==> src/rtl/axi_inter_wr_arb41.sv <==
// axi_inter_wr_arb41: round-robin 4-master AXI write arbiter, optional watchdog via AXI_ARB_TIMEOUT_EN
module axi_inter_wr_arb41 #(
  parameter int TIMEOUT_CYCLES = 1024,
  parameter int TO_W = 11
) (
  input  logic       clk,
  input  logic       rst,
  input  logic [3:0] m_awvalid,
  input  logic       s_awvalid,
  input  logic       s_awready,
  input  logic       s_wvalid,
  input  logic       s_wready,
  input  logic       s_wlast,
  input  logic       s_bvalid,
  input  logic       s_bready,
  output logic [1:0] sel,
  output logic       grant_valid,
  output logic [3:0] grant_onehot,
  output logic       timeout_err
);
  typedef enum logic [1:0] {IDLE, XFER, RESP} state_t;
  state_t state_q, state_d;
  logic [1:0] sel_q, sel_d, last_q, last_d, win;
  logic [3:0] oh_q, oh_d;
  logic aw_q, aw_d, w_q, w_d, gv_q, gv_d, te_q, te_d;
  logic aw_hs, w_hs, wl_hs, b_hs, to_hit;
  assign aw_hs = s_awvalid & s_awready;
  assign w_hs = s_wvalid & s_wready;
  assign wl_hs = w_hs & s_wlast;
  assign b_hs = s_bvalid & s_bready;
`ifdef AXI_ARB_TIMEOUT_EN
  localparam logic [TO_W-1:0] TO_MAX = TO_W'(TIMEOUT_CYCLES);
  logic [TO_W-1:0] cnt_q, cnt_d;
  always_comb begin
    cnt_d = (state_q == IDLE || aw_hs || w_hs || b_hs) ? '0 : cnt_q + 1'b1;
    to_hit = state_q != IDLE && !(aw_hs || w_hs || b_hs) && cnt_d == TO_MAX;
  end
  always_ff @(posedge clk) cnt_q <= rst ? '0 : cnt_d;
`else
  logic unused_to;
  assign unused_to = (TIMEOUT_CYCLES > 0) && (TO_W > 0);
  assign to_hit = 1'b0;
`endif
  always_comb begin
    win = last_q;
    for (int i = 3; i >= 0; i--) begin
      logic [1:0] c;
      c = last_q + 2'(i + 1);
      if (m_awvalid[c]) win = c;
    end
  end
  always_ff @(posedge clk) begin
    if (rst) begin
      state_q <= IDLE;
      sel_q <= 2'd0;
      last_q <= 2'd3;
      oh_q <= 4'd0;
      aw_q <= 1'b0;
      w_q <= 1'b0;
      gv_q <= 1'b0;
      te_q <= 1'b0;
    end else begin
      state_q <= state_d;
      sel_q <= sel_d;
      last_q <= last_d;
      oh_q <= oh_d;
      aw_q <= aw_d;
      w_q <= w_d;
      gv_q <= gv_d;
      te_q <= te_d;
    end
  end
  always_comb begin
    state_d = to_hit ? IDLE :
              state_q == IDLE ? (|m_awvalid ? XFER : IDLE) :
              state_q == XFER ? ((aw_d && w_d) ? RESP : XFER) :
              state_q == RESP ? (b_hs ? IDLE : RESP) : IDLE;
  end
  always_comb begin
    aw_d = state_q == XFER && (aw_q || aw_hs);
    w_d = state_q == XFER && (w_q || wl_hs);
    sel_d = (state_q == IDLE && |m_awvalid) ? win : sel_q;
    last_d = (state_q != IDLE && state_d == IDLE) ? sel_q : last_q;
    gv_d = state_d != IDLE;
    oh_d = gv_d ? 4'b0001 << sel_d : 4'b0000;
    te_d = to_hit;
  end
  assign sel = sel_q;
  assign grant_valid = gv_q;
  assign grant_onehot = oh_q;
  assign timeout_err = te_q;
endmodule

==> config.mk <==
export PLATFORM = sky130hd
export DESIGN_NAME = axi_inter_wr_arb41
export DESIGN_NICKNAME = d
export VERILOG_FILES = /design/src/rtl/axi_inter_wr_arb41.sv
export SDC_FILE = /design/constraint.sdc
export NUM_CORES = 1
export LEC_CHECK = 0
export ABC_AREA = 1
export CORE_MARGIN = 2
export CORE_UTILIZATION = 47
export CTS_CLUSTER_DIAMETER = 100
export DETAILED_ROUTE_END_ITERATION = 8
export HOLD_SLACK_MARGIN = 0.05
export MAX_ROUTING_LAYER = met4
export PLACE_DENSITY_LB_ADDON = 0.25
export SLEW_MARGIN = 20
export SYNTH_ARGS = -nofsm -noshare
export SYNTH_HDL_FRONTEND = slang
export SYNTH_SLANG_ARGS = --single-unit
==> constraint.sdc <==
create_clock -name clk -period 2.3 [get_ports clk]
set_input_delay 0.345 -clock clk [delete_from_list [all_inputs] [get_ports clk]]
set_output_delay 0.345 -clock clk [all_outputs]
set_load 0.01 [all_outputs]
After elaboration in Yosys (flattened, before gate mapping). Index checks and enable logic that the tools add are counted.

Register bits after elaboration: 13. Word-level logic and storage cells: 50.

Equality and inequality tests: 2. Mux-type cells: 16. Magnitude comparators: 3. Bitwise logic cells: 5. Shifts and indexed selects: 1. Reduce and logical (&&, ||, !) cells: 13. Add/subtract/negate cells: 3.

Operators with widths (count): $mux W2 (9); $lt A2 B3 Y1 const B (3); $bmux W1 S2 (3); $logic_and A1 B1 Y1 (5); $add A2 B2 Y2 const B (2); $and A1 B1 Y1 (4); $logic_not A2 Y1 (2); $mux W1 (4); $reduce_bool A2 Y1 (2); $reduce_or A4 Y1 (1); $shl A1 B2 Y4 const A (1); $add A2 B1 Y2 const B (1); $eq A2 B1 Y1 const B (1); $eq A2 B2 Y1 const B (1); $logic_or A1 B1 Y1 (2); $reduce_or A2 Y1 (1); $not A1 Y1 (1).

Logic depth before layout (Yosys ltp). Gate-level depths: netlist of run 1.

Word-level depth: 11. Depth in mapped cells: 13. Mapped depth without buffers: 12.

Worst setup path after synthesis of run 1. No wires, ideal clock.

Path type: register to register. Start point: register last_q[0]. End point: register sel_q[0], in the netlist sel[0]. Path slack: 1.105 ns. Cell stages (with the launch flop): 12. Setup time: 0.126 ns. Arrival time: 1.068 ns. Cell sequence: dfxtp_1 > buf_6 > o21ai_2 > nand2_2 > nand2_1 > nand2_2 > nand2_1 > nand2_1 > nand2_1 > nand2_2 > nand2_2 > nor2_1.

Longest elaborated chain between the ends: 7. Elaborated cells on any way between the ends: 13.

RTL lines: from (decl) (RTL line 23) `logic [1:0] sel_q, sel_d, last_q, last_d, win;`; from (signal assigned) (RTL line 65) `last_q <= last_d;`; $add A2 B2 Y2 (RTL line 48) `c = last_q + 2'(i + 1);`; $bmux W1 S2 (RTL line 49) `if (m_awvalid[c]) win = c;`; $mux W1 (implied by the code) (RTL line 49); $mux W2 (2 in a row) (RTL line 49); $mux W2 (*) (RTL line 49); $mux W2 (*) (RTL line 82) `sel_d = (state_q == IDLE && |m_awvalid) ? win : sel_q;`; to (signal assigned) (RTL line 64) `sel_q <= sel_d;`; to (decl) (RTL line 23).

Mark *: on every way between the ends. The rest lies on a longest branch, timed or not. The select of a mux whose other input is x is not followed. A chain may end at the register's enable or synchronous reset.

Final worst setup path of run 1.
Start point: register sel_q[1], in the netlist sel[1]. End point: output sel[1].

RTL lines: to (decl) (RTL line 16) `output logic [1:0] sel,`.

No word-level cell between the ends.

==> flow_metrics.env, run 1 <==
export IMPL_die_height_um=41.7
export IMPL_worstSetupPathType="flip-flop to output port"
export IMPL_timing_fmax_mhz=656
export IMPL_routed_via_density=5.09
export IMPL_cp_required_ps=1960
export IMPL_hp_start="sel[1]"
export IMPL_synth_seq_cells=13
export IMPL_globalplace_congestion=0.876
export IMPL_area_growth_pct=31.8
export IMPL_grt_overflow=0
export IMPL_min_path_cells=2
export IMPL_outcome="completed"
export IMPL_port_buffers=19
export IMPL_cp_slowest_cell="clkdlybuf4s50_1"
export IMPL_drtIter0Drc=11
export IMPL_path_cells="clkdlybuf4s50_1"
export IMPL_arrival_ps=1180
export IMPL_ys_warn_count=0
export IMPL_cts_sinks=13
export IMPL_ff2ff_setup_slack_ps=810
export IMPL_postCtsSetupRepairBufs=0
export IMPL_num_rows=13
export IMPL_grt_util_all_layers=0.178
export IMPL_cts_buffers=3
export IMPL_detail_route_wl_per_cell_um=9.95
export IMPL_htree_levels=1
export IMPL_multi_input_area_um2=332
export IMPL_hold_buffers=0
export IMPL_nFillCells=120
export IMPL_drv_slew=0
export IMPL_coreArea_um2=1320
export IMPL_rsz0062_at_grt="false"
export IMPL_cp_num_buf_inv=1
export IMPL_critical_path_depth=1
export IMPL_pre_cts_ws_ps=505
export IMPL_cap_violations=0
export IMPL_avgSynthCellArea_um2=6.82
export IMPL_r2r_end="sel[0]"
export IMPL_ys_seq_area_frac=0.390
export IMPL_ant_nets=0
export IMPL_hp_class="flip-flop to flip-flop"
export IMPL_n_antenna_cell=0
export IMPL_worstSkewPairLatency_ps=280
export IMPL_cts_buffer_depth=2
export IMPL_min_period_over_period=0.663
export IMPL_peakVddDrop_uv=440
export IMPL_synth_nets=111
export IMPL_fin_ws_ps=775
export IMPL_syn_area_um2=668
export IMPL_grt_pass1_vias=580
export IMPL_cp_start_kind="flip-flop"
export IMPL_grt_max_degree=10
export IMPL_initial_core_util=0.507
export IMPL_ys_top_cells_by_area="dfxtp_1 39%, nand2_1 15%, nand2_2 8.4%"
export IMPL_dieArea_um2=1740
export IMPL_finalHoldViolations=0
export IMPL_cts_tree="built"
export IMPL_setup_viol=0
export IMPL_postRouteWirelength_um=1320
export IMPL_yosys_area_top_type="dfxtp_1"
export IMPL_timing_rr_start="last_q[0]"
export IMPL_cpLargestDelayFamily="buffers and inverters"
export IMPL_hold_end="last_q[1]"
export IMPL_skew_ps=5.28
export IMPL_synth_top_area_frac=0.390
export IMPL_critPathMaxFanout=3
export IMPL_ios=21
export IMPL_drc_errors=0
export IMPL_fin_crit_ps=1520
export IMPL_cts_resized=0
export IMPL_crit_path_max_incr_delay_ps=550
export IMPL_antenna_found_initial=0
export IMPL_clkTransAtPathRegs_ps=80
export IMPL_cellPowerDensity_nw_per_um2=711
export IMPL_ys_types=23
export IMPL_reg2reg_depth=11
export IMPL_nets=132
export IMPL_root_buffer="clkbuf_4"
export IMPL_hpwlAfterDp_um=1090
export IMPL_vias=677
export IMPL_endpoint_kind="output port"
export IMPL_leakagePower_nw=0.424
export IMPL_syn_inst=98
export IMPL_die_w_um=41.7
export IMPL_grt_pass1_wl_um=2300
export IMPL_drive_above_1_share=0.161
export IMPL_setup_tns_ps=0
export IMPL_regArea_um2=260
export IMPL_dr_pass1_iters=4
## cells in the mapped netlist (all sizes together)
cell and number:
nand2 36, dfxtp 13, inv 12, a21oi 9
nand3 8, nor2 6, o21ai 4, buf 2
a31o 1, clkbuf 1, clkinv 1, conb 1
nand4 1, nor3 1, nor3b 1, or2 1
## per-stage QoR
stage,hold WS (ps),cell area [um2],util,total power [mW],instances
2_1_floorplan,473,668,-,0.411,98
3_3_place_gp,493,855,0.649,0.484,129
3_5_place_dp,502,855,0.649,0.492,129
4_1_cts,521,881,0.669,0.632,133
5_1_grt,559,881,0.669,0.670,133
6_report,521,881,0.669,0.627,133
## placed cells by master (no fill, tap or decap), types with 2 or more instances in the layout
master,n
nand2_1,27
clkdlybuf4s50_1,19
dfxtp_1,13
inv_1,9
a21oi_1,9
nand2_2,9
nand3_1,7
nor2_1,6
clkbuf_4,3
inv_2,2
o21ai_0,2
## how the worst max path moves through the flow
stage,from,endpoint,slack [ps]
after floorplan,last_q[0],sel[0],1110
after global placement,m_awvalid[1],sel[0],540
after detailed placement,m_awvalid[1],sel[0],510
after CTS,sel[1],sel[1],760
after global routing,last_q[0],sel[0],610
final,sel[1],sel[1],780
## power by group
part | switching [mW] | internal, mW
sequential | 0.0169 | 0.255
combinational | 0.113 | 0.101
clock | 0.0735 | 0.0673
## flip-flops by register name (all words and copies together), names as in the netlist
name,flops
aw_q,1
grant_onehot,4
grant_valid,1
last_q,2
sel,2
state_q,2
w_q,1
## routing by layer
layer,GRT usage,share of wire
met3,0.0783,0.061
met1,0.186,0.42
met4,0.0581,0.013
met2,0.297,0.51
met5,-,0
## area by class of cell
cell class	count	area share
Multi-Input combinational cell	69	0.376
Tap cell	15	0.0213
Sequential cell	13	0.295
Clock buffer	4	0.0298
Inverter	13	0.0611
Timing Repair Buffer	19	0.216
## cell families (layout without fill, tap and decap cells)
group | Yosys count | count (layout) | share of synthesized area
other | 1 | 1 | 0.00561
AO/OA/AOI/OAI | 14 | 14 | 0.116
AND/OR/NAND/NOR | 54 | 54 | 0.375
flip-flops | 13 | 13 | 0.390
buffers and inverters | 16 | 36 | 0.114
Power figures use the tool's default switching activity.
==> inputs of run 2 (changes only) <==
--- a/config.mk
+++ b/config.mk
@@ -7,7 +7,7 @@
 export LEC_CHECK = 0
 export ABC_AREA = 1
 export CORE_MARGIN = 2
-export CORE_UTILIZATION = 47
+export CORE_UTILIZATION = 44
 export CTS_CLUSTER_DIAMETER = 100
 export DETAILED_ROUTE_END_ITERATION = 8
 export HOLD_SLACK_MARGIN = 0.05
==> constraint.sdc (replaced) <==
create_clock -name clk -period 1.5 [get_ports clk]
set_input_delay 0.225 -clock clk [delete_from_list [all_inputs] [get_ports clk]]
set_output_delay 0.225 -clock clk [all_outputs]
set_load 0.01 [all_outputs]
==> run 2 against run 1 <==
First-iteration DRC count is 55% lower. Routed wire length is 4.9% higher. Combinational power is 71% higher. Utilization is 3.5 points lower. Final cell count is 4.5% higher. Hold slack worse by 14 ps. Setup slack worse by 680 ps. Clock power is 54% higher. Die area is 6.1% higher. Critical path type unchanged.
==> flow_metrics.env, run 2 (synthesis gave the netlist of run 1 again) <==
export IMPL_port_buffers=19
export IMPL_crit_path_max_incr_delay_ps=540
export IMPL_finalHoldViolations=0
export IMPL_area_growth_pct=39.5
export IMPL_vias=668
export IMPL_endpoint_kind="output port"
export IMPL_drc_errors=0
export IMPL_detail_route_wl_per_cell_um=9.99
export IMPL_skew_ps=3.61
export IMPL_cp_start_kind="flip-flop"
export IMPL_grt_util_all_layers=0.186
export IMPL_timing_fmax_mhz=712
export IMPL_leakagePower_nw=0.457
export IMPL_setup_viol=0
export IMPL_arrival_ps=1180
export IMPL_final_common_cell="nand2_1"
export IMPL_path_cells="clkdlybuf4s50_1"
export IMPL_hp_class="flip-flop to flip-flop"
export IMPL_outcome="completed"
export IMPL_cts_sinks=13
export IMPL_use_met3=0.0894
export IMPL_largest_reg_flops=4
export IMPL_cts_buffers=3
export IMPL_placed_cells=134
export IMPL_root_buffer="clkbuf_4"
export IMPL_fin_crit_ps=1400
export IMPL_drtIter0Drc=5
export IMPL_fin_cells=139
export IMPL_ff2ff_setup_slack_ps=170
export IMPL_grt_max_degree=10
export IMPL_die_w_um=43.0
export IMPL_peakVddDrop_uv=595
export IMPL_grt_pass1_vias=607
export IMPL_ios=21
export IMPL_ant_nets=0
export IMPL_grt_overflow=0
export IMPL_coreArea_um2=1470
export IMPL_cts_tree="built"
export IMPL_rsz0062_at_grt="false"
export IMPL_grt_pass1_wl_um=2450
export IMPL_fin_hold_ws_ps=507
export IMPL_cp_required_ps=1270
export IMPL_cp_num_buf_inv=1
export IMPL_n_antenna_cell=0
export IMPL_nFillCells=143
export IMPL_postRouteWirelength_um=1390
export IMPL_cap_violations=0
export IMPL_hpwlAfterDp_um=1120
export IMPL_drive_above_1_share=0.203
export IMPL_critPathMaxFanout=3
export IMPL_grt_busiest_layer="met2"
export IMPL_htree_levels=1
export IMPL_cellPowerDensity_nw_per_um2=1070
export IMPL_num_rows=14
export IMPL_cpLargestDelayFamily="buffers and inverters"
export IMPL_cts_buffer_depth=2
export IMPL_dieArea_um2=1850
export IMPL_worstSetupPathType="flip-flop to output port"
export IMPL_grt_use_met2=0.291
export IMPL_antenna_found_initial=0
export IMPL_die_height_um=43.0
export IMPL_worstSkewPairLatency_ps=280
export IMPL_cp_slowest_cell="clkdlybuf4s50_1"
export IMPL_grtUsageMet1=0.203
export IMPL_clkTransAtPathRegs_ps=80
export IMPL_drv_slew=0
export IMPL_initial_core_util=0.454
export IMPL_nets=137
export IMPL_dr_pass1_iters=3
export IMPL_globalplace_congestion=0.807
export IMPL_routed_via_density=4.81
export IMPL_min_period_over_period=0.936
export IMPL_layout_common_cells="27 x nand2_1, 19 x clkdlybuf4s50_1, 13 x dfxtp_1"
export IMPL_power_total_mw=0.996
-- run 2: cell count changes in the layout (fill, tap and decap cells not counted), sizes merged --
| cell | before | now |
|---|---|---|
| inv | 12 | 13 |
| clkinv | 1 | 0 |
| buf | 0 | 5 |
-- run 2: layout make-up --
type / instances / area [um2] / share of cell area
flip-flops and latches: 13 / 260 / 0.279
clock buffers: 4 / 26.3 / 0.0282
inverters: 13 / 53.8 / 0.0577
multi-input cells: 69 / 332 / 0.356
well taps: 16 / 20.0 / 0.0215
repair buffers: 24 / 240 / 0.258
-- run 2: tightest hold or removal path, delay by kind of cell, from the launching register on --
family | cells | cell delay, ps
AOI/OAI and AO/OA | 2 | 120
DFF | 1 | 360
-- run 2: path summary, 6_finish.rpt --
path	start	end	cells after the start
worst min register to register	sel[1]	last_q[1]	2
worst max-delay path	sel[0]	sel[0]	1
worst max register to register	last_q[0]	sel[0]	13
worst min-delay path	sel[1]	last_q[1]	2
-- run 2: through the flow --
step	setup WS, ps	area [um2]	TNS (ps)	utilization
after CTS	69.1	925	0	0.628
after detailed placement	-137	898	-586	0.611
after global routing	13.8	932	0	0.634
after floorplan	305	668	0	-
final	96.5	932	0	0.634
after global placement	-108	898	-443	0.611
-- run 2: what timing repair did --
item / in CTS / in global routing
setup endpoints to repair: 0 / 3
hold buffers: 0 / 0
setup buffers: 0 / 1
gates resized for setup: 0 / 1
-- run 2: metal layers --
metal  part of all wire  vias up
met5                  0        -
met4              0.019        0
met3              0.056        5
met2               0.46       15
met1               0.46      294
li1                   -      354
-- run 2: where the power goes --
group / total [mW] / switching (mW) / internal (mW)
Sequential: 0.411 / 0.0204 / 0.391
Clock: 0.217 / 0.114 / 0.103
Combinational: 0.367 / 0.187 / 0.180
Total: 0.996 / 0.322 / 0.674
==> inputs of run 3 (changes only) <==
--- a/config.mk
+++ b/config.mk
@@ -13,6 +13,7 @@
 export HOLD_SLACK_MARGIN = 0.05
 export MAX_ROUTING_LAYER = met4
 export PLACE_DENSITY_LB_ADDON = 0.25
+export SKIP_CTS_REPAIR_TIMING = 1
 export SLEW_MARGIN = 20
 export SYNTH_ARGS = -nofsm -noshare
 export SYNTH_HDL_FRONTEND = slang
==> results of run 3 <==
Same layout as run 2: the final DEF is identical, and so are final timing and power.
==> variant 1 (settings of run 2) <==
Re-encode `state_t` (3 states) as one-hot, 3 bits wide.
--- a/src/rtl/axi_inter_wr_arb41.sv
+++ b/src/rtl/axi_inter_wr_arb41.sv
@@ -20,3 +20,3 @@
 );
-  typedef enum logic [1:0] {IDLE, XFER, RESP} state_t;
+  typedef enum logic [2:0] {IDLE = 3'b001, XFER = 3'b010, RESP = 3'b100} state_t;
   state_t state_q, state_d;
Check against the original RTL: same outputs for any inputs over 10 cycles, from zero or initial values and one cycle with rst high; not proved beyond that.
==> variant 1 against run 2 <==
Area after synthesis up 14%. Final area grew 8.7%. Clock power is 24% higher. Core utilization decreased by 2.7 points. Via count grew 8.4%. Wire length rose by 5.5%. Worst setup slack lost 0.031 ns. Power rose by 29%. First-iteration DRC count fell by 20%. Sequential cell count up 1. Largest power group is now combinational logic.
==> variant 1: results <==
group,metric,value,unit
run_status,run_status,"complete, no violations",
setup_path,crit_arrival,1.21,ns
clocking,cts_made_buffers,3,
global_route,first_global_vias,664,
clocking,postCtsResizedCells,0,
drt,first_iter_violations,4,
drt,drt_pass1_iterations,3,
yosys,ys_top_cells_by_area,"dfxtp_1 37%, nand2_1 16%, nand2_2 11%",
yosys,mappedNetlistNets,126,
place,place_hpwl,1.25,mm
setup_path,timing.critical_path.slowest_cell_delay,0.56,ns
yosys,synth_ff_type,"dfxtp_1",
place,place_area,977,um^2
clocking,clock_tree.root_cell,"clkbuf_4",
global_route,grt_antenna_before_repair,0,
setup_path,path_max_fanout,4,
finish,antenna_cells,0,
place,place_ws,-0.116,ns
min_path,worstHoldPathType,"reg2reg",
drt,wl_per_cell,9.52,um
place,port-buffer-count,19,
finish,fill_cells,165,
drt,drc,0,
clocking,post-cts-setup-buffer-count,0,
finish,fin_nets,151,
global_route,largest_net_degree_at_the_start_of_global_routing,10,
timing,final_report_max_slew_violation_count,0,
power_and_ir_drop,static-leakage-power,0.000495,uW
timing,finClkSkew,0.000989,ns
setup_path,timing.critical_path.slowest_stage_cell,"clkdlybuf4s50_1",
drt,detailroute.via_count,724,
yosys,post_synthesis_cell_type_count,22,
power_and_ir_drop,vdd.ir_drop.worst,0.000682,V
yosys,async_flop_share,0,%
finish,final_layout_size_suffix_gt1_share,24.1,%
finish,largest_reg_flops,4,
global_route,grt_usage,16.8,%
global_route,grt_pass1_wl,2.52,mm
yosys,synth.yosys.seq_area_share,36.9,%
yosys,synth_commonest_cells,"33 x nand2_1, 14 x dfxtp_1, 13 x nand2_2",
clocking,cts_buffer_depth,2,
place,finalWeightedCongestion,0.849,
==> variant 1: changes by cell type after synthesis, sizes merged, moves of 2 or more <==
cell           run 2  this run
inv               12        16
nor2               6        11
a21oi              9         4
nand3              8        10
o21ai              4         0
nand2             36        46
o211ai             0         2
==> variant 1: report_power, final <==
group | internal (uW) | total, uW | switching [uW]
sequential | 427 | 458 | 31.8
combinational | 247 | 554 | 307
clock | 147 | 268 | 121
total | 821 | 1280 | 460
==> variant 1: path summary, 6_finish.rpt <==
path                            startpoint               to  slack, ns  cells past startpoint
worst max-delay path                sel[0]           sel[0]       0.07                      1
worst min-delay path                sel[1]        last_q[1]       0.53                      2
worst max register to register   last_q[0]  grant_onehot[1]       0.19                     12
worst min register to register      sel[1]        last_q[1]       0.53                      2
==> variant 1: cell families after synthesis <==
logic type,count (synthesis),share of synthesized area (%)
DFF,14,36.9
buffers and inverters,19,11.7
other,1,0.494
and+or+nand+nor,72,45.1
AOI/OAI and AO/OA,7,5.77
==> variant 1: cell type report <==
cell class	instances	area share [%]
flip-flops and latches	14	27.7
inverters	16	6.42
multi-input cells	80	38.5
repair buffers	23	21.7
well taps	17	2.10
clock buffers	4	3.58
==> variant 1: layer usage <==
layer | GRT usage [%] | up-vias | part of all wire [%]
li1 | - | 392 | -
met1 | 21.0 | 326 | 45
met2 | 27.0 | 6 | 52
met3 | 5.95 | 0 | 2.6
met4 | 1.76 | 0 | 0
met5 | - | - | 0
==> variant 1: stage by stage <==
step | util (%) | hold WS (ns) | TNS [ns] | cells | power [uW]
after floorplan | - | 0.425 | 0 | 113 | 848
after global placement | 58.5 | 0.508 | -0.303 | 150 | 1020
after detailed placement | 58.5 | 0.522 | -0.543 | 150 | 1030
after CTS | 60.7 | 0.532 | 0 | 154 | 1290
after global routing | 60.7 | 0.573 | 0 | 154 | 1380
final | 60.7 | 0.525 | 0 | 154 | 1280
==> variant 2 (flow settings as in run 2) <==
Made on the original files. Add a define of `AXI_ARB_TIMEOUT_EN`.
--- a/src/rtl/axi_inter_wr_arb41.sv
+++ b/src/rtl/axi_inter_wr_arb41.sv
@@ -1,2 +1,4 @@
 // axi_inter_wr_arb41: round-robin 4-master AXI write arbiter, optional watchdog via AXI_ARB_TIMEOUT_EN
+`define AXI_ARB_TIMEOUT_EN
+
 module axi_inter_wr_arb41 #(
Function: same outputs for any inputs over 10 cycles, from zero or initial values and one cycle with rst high; that may be too few to reach the edited logic, so the function may still have changed.
==> variant 2 against run 2 <==
The run now ends with setup timing left. Wire length up 130%. First-iteration DRC count rose to 7.6 times the old value. Worst setup slack worse by 0.27 ns. Final cell count up 96%. Clock skew up 0.0018 ns. Count of clock-buffer cells in the layout unchanged. Sequential cell count up 12. Power up 43%. Synthesized cell count up 90%. Area after synthesis up 100%. Final area up 120%. Critical endpoint is now grant_onehot[0].
==> variant 2: results <==
group,metric,value,unit
global_route,grt_antenna_before_repair,0,
clocking,clock_latency,0.31,ns
power_and_ir_drop,static-leakage-power,0.000886,uW
clocking,cts.htree.levels,1,
global_route,largest_net_degree_at_the_start_of_global_routing,18,
setup_path,crit_arrival,1.95,ns
drt,route.detailed.vias_per_inst,5.05,
yosys,post_synthesis_share_of_cell_area_spent_on_full_adders_half_adders_and_majority_gates,0.934,%
place,place.detailed.instances,263,
yosys,mapped_cells,186,
drt,drt_pass1_iterations,4,
global_route,grt_usage,19.5,%
finish,final_layout_size_suffix_gt1_share,38.1,%
finish,post_layout_nonfiller_instances,272,
yosys,synth.yosys.seq_area_share,37.3,%
clocking,worst_setup_hold_path_clk_slew,0.14,ns
clocking,clock_tree.root_cell,"clkbuf_4",
setup_path,regToRegSetupSlack,-0.18,ns
drt,postRouteWirelength,3.20,mm
setup_path,timing.critical_path.slowest_stage_cell,"dfxtp_4",
yosys,post_synthesis_cell_type_count,33,
run_status,failed_checks,"setup timing",
yosys,async_flop_share,0,%
drt,first_iter_violations,38,
power_and_ir_drop,intPower,1010,uW
power_and_ir_drop,power_combinational,407,uW
timing,finClkSkew,0.00545,ns
finish,largest_reg_flops,11,
place,place_hpwl,2.37,mm
global_route,grt-ovfl-total,0,
run_status,run_status,"complete, but fails checks",
timing,setup_ws,-0.178,ns
yosys,synth_compound_area_share,7.28,%
global_route,grt_pass1_wl,5.27,mm
place,port-buffer-count,20,
setup_path,critical_path.top_delay_family,"simple AND/OR/NAND/NOR gates",
finish,fill_cells,238,
setup_path,timing.critical_path.slowest_cell_delay,0.39,ns
yosys,synth-xor-area-share,2.61,%
place,finalWeightedCongestion,0.920,
clocking,cts_buffer_depth,2,
yosys,synth_commonest_cells,"44 x nand2_1, 28 x nor2_1, 25 x dfxtp_1",
power_and_ir_drop,clock_power_share,21.2,%
yosys,ys_top_cells_by_area,"dfxtp_1 37%, nand2_1 12%, nor2_1 7.8%",
global_route,first_global_vias,1323,
finish,fin_nets,254,
finish,largest-register,"cnt_q",
yosys,mappedNetlistNets,200,
power_and_ir_drop,vdd.ir_drop.worst,0.000484,V
setup_path,path_max_fanout,5,
timing,worst_hold_slack,0.462,ns
timing,finalSetupViolCount,11,
variant 2: changes by cell type after synthesis, moves of 3 or more:
cell | before | now
nor2_4 | 0 | 3
nand3_1 | 7 | 20
nand3_2 | 1 | 4
inv_1 | 9 | 14
nor2_2 | 0 | 5
a21oi_1 | 9 | 3
nand2_2 | 9 | 5
nor2_1 | 6 | 28
nand2_1 | 27 | 44
nand2_4 | 0 | 3
dfxtp_1 | 13 | 25
variant 2: metal layers:
metal	GRT usage, %	vias up	share of wire (%)	wire, um
met2	35.6	34	54	1720
met3	2.84	4	3.3	104
met5	-	-	0	0
met4	4.55	0	1.2	38
met1	22.1	640	42	1330
li1	-	696	-	-
variant 2: through the flow:
stage / worst slack (ns) / util, % / area [um^2] / total power, uW / setup TNS [ns]
floorplan: -0.0564 / - / 1380 / 925 / -0.182
global placement: -0.384 / 61.5 / 1830 / 1080 / -3.70
finish: -0.178 / 67.8 / 2020 / 1430 / -1.38
global route: -0.323 / 67.8 / 2020 / 1510 / -2.98
CTS: -0.170 / 63.8 / 1900 / 1400 / -1.08
detailed placement: -0.488 / 61.5 / 1830 / 1090 / -4.63
variant 2: worst paths after layout:
check / from / end / cells past startpoint
setup / recovery: cnt_q[0] / grant_onehot[0] / 13
hold / removal: cnt_q[0] / cnt_q[0] / 1
setup reg to reg: cnt_q[0] / grant_onehot[0] / 13
hold reg to reg: cnt_q[0] / cnt_q[0] / 1
variant 2: final cells by class:
class                           instances  area share, %
Clock buffer                            4           1.30
Inverter                               18           3.35
Multi-Input combinational cell        139           43.3
Sequential cell                        25           25.9
Tap cell                               33           2.05
Timing Repair Buffer                   53           24.1
variant 2: repair_timing:
item,4_1_cts,5_1_grt
pin swaps,6,6
hold buffers,0,0
gates resized for setup,11,24
buffers inserted,2,3
endpoints found under the setup margin,12,15
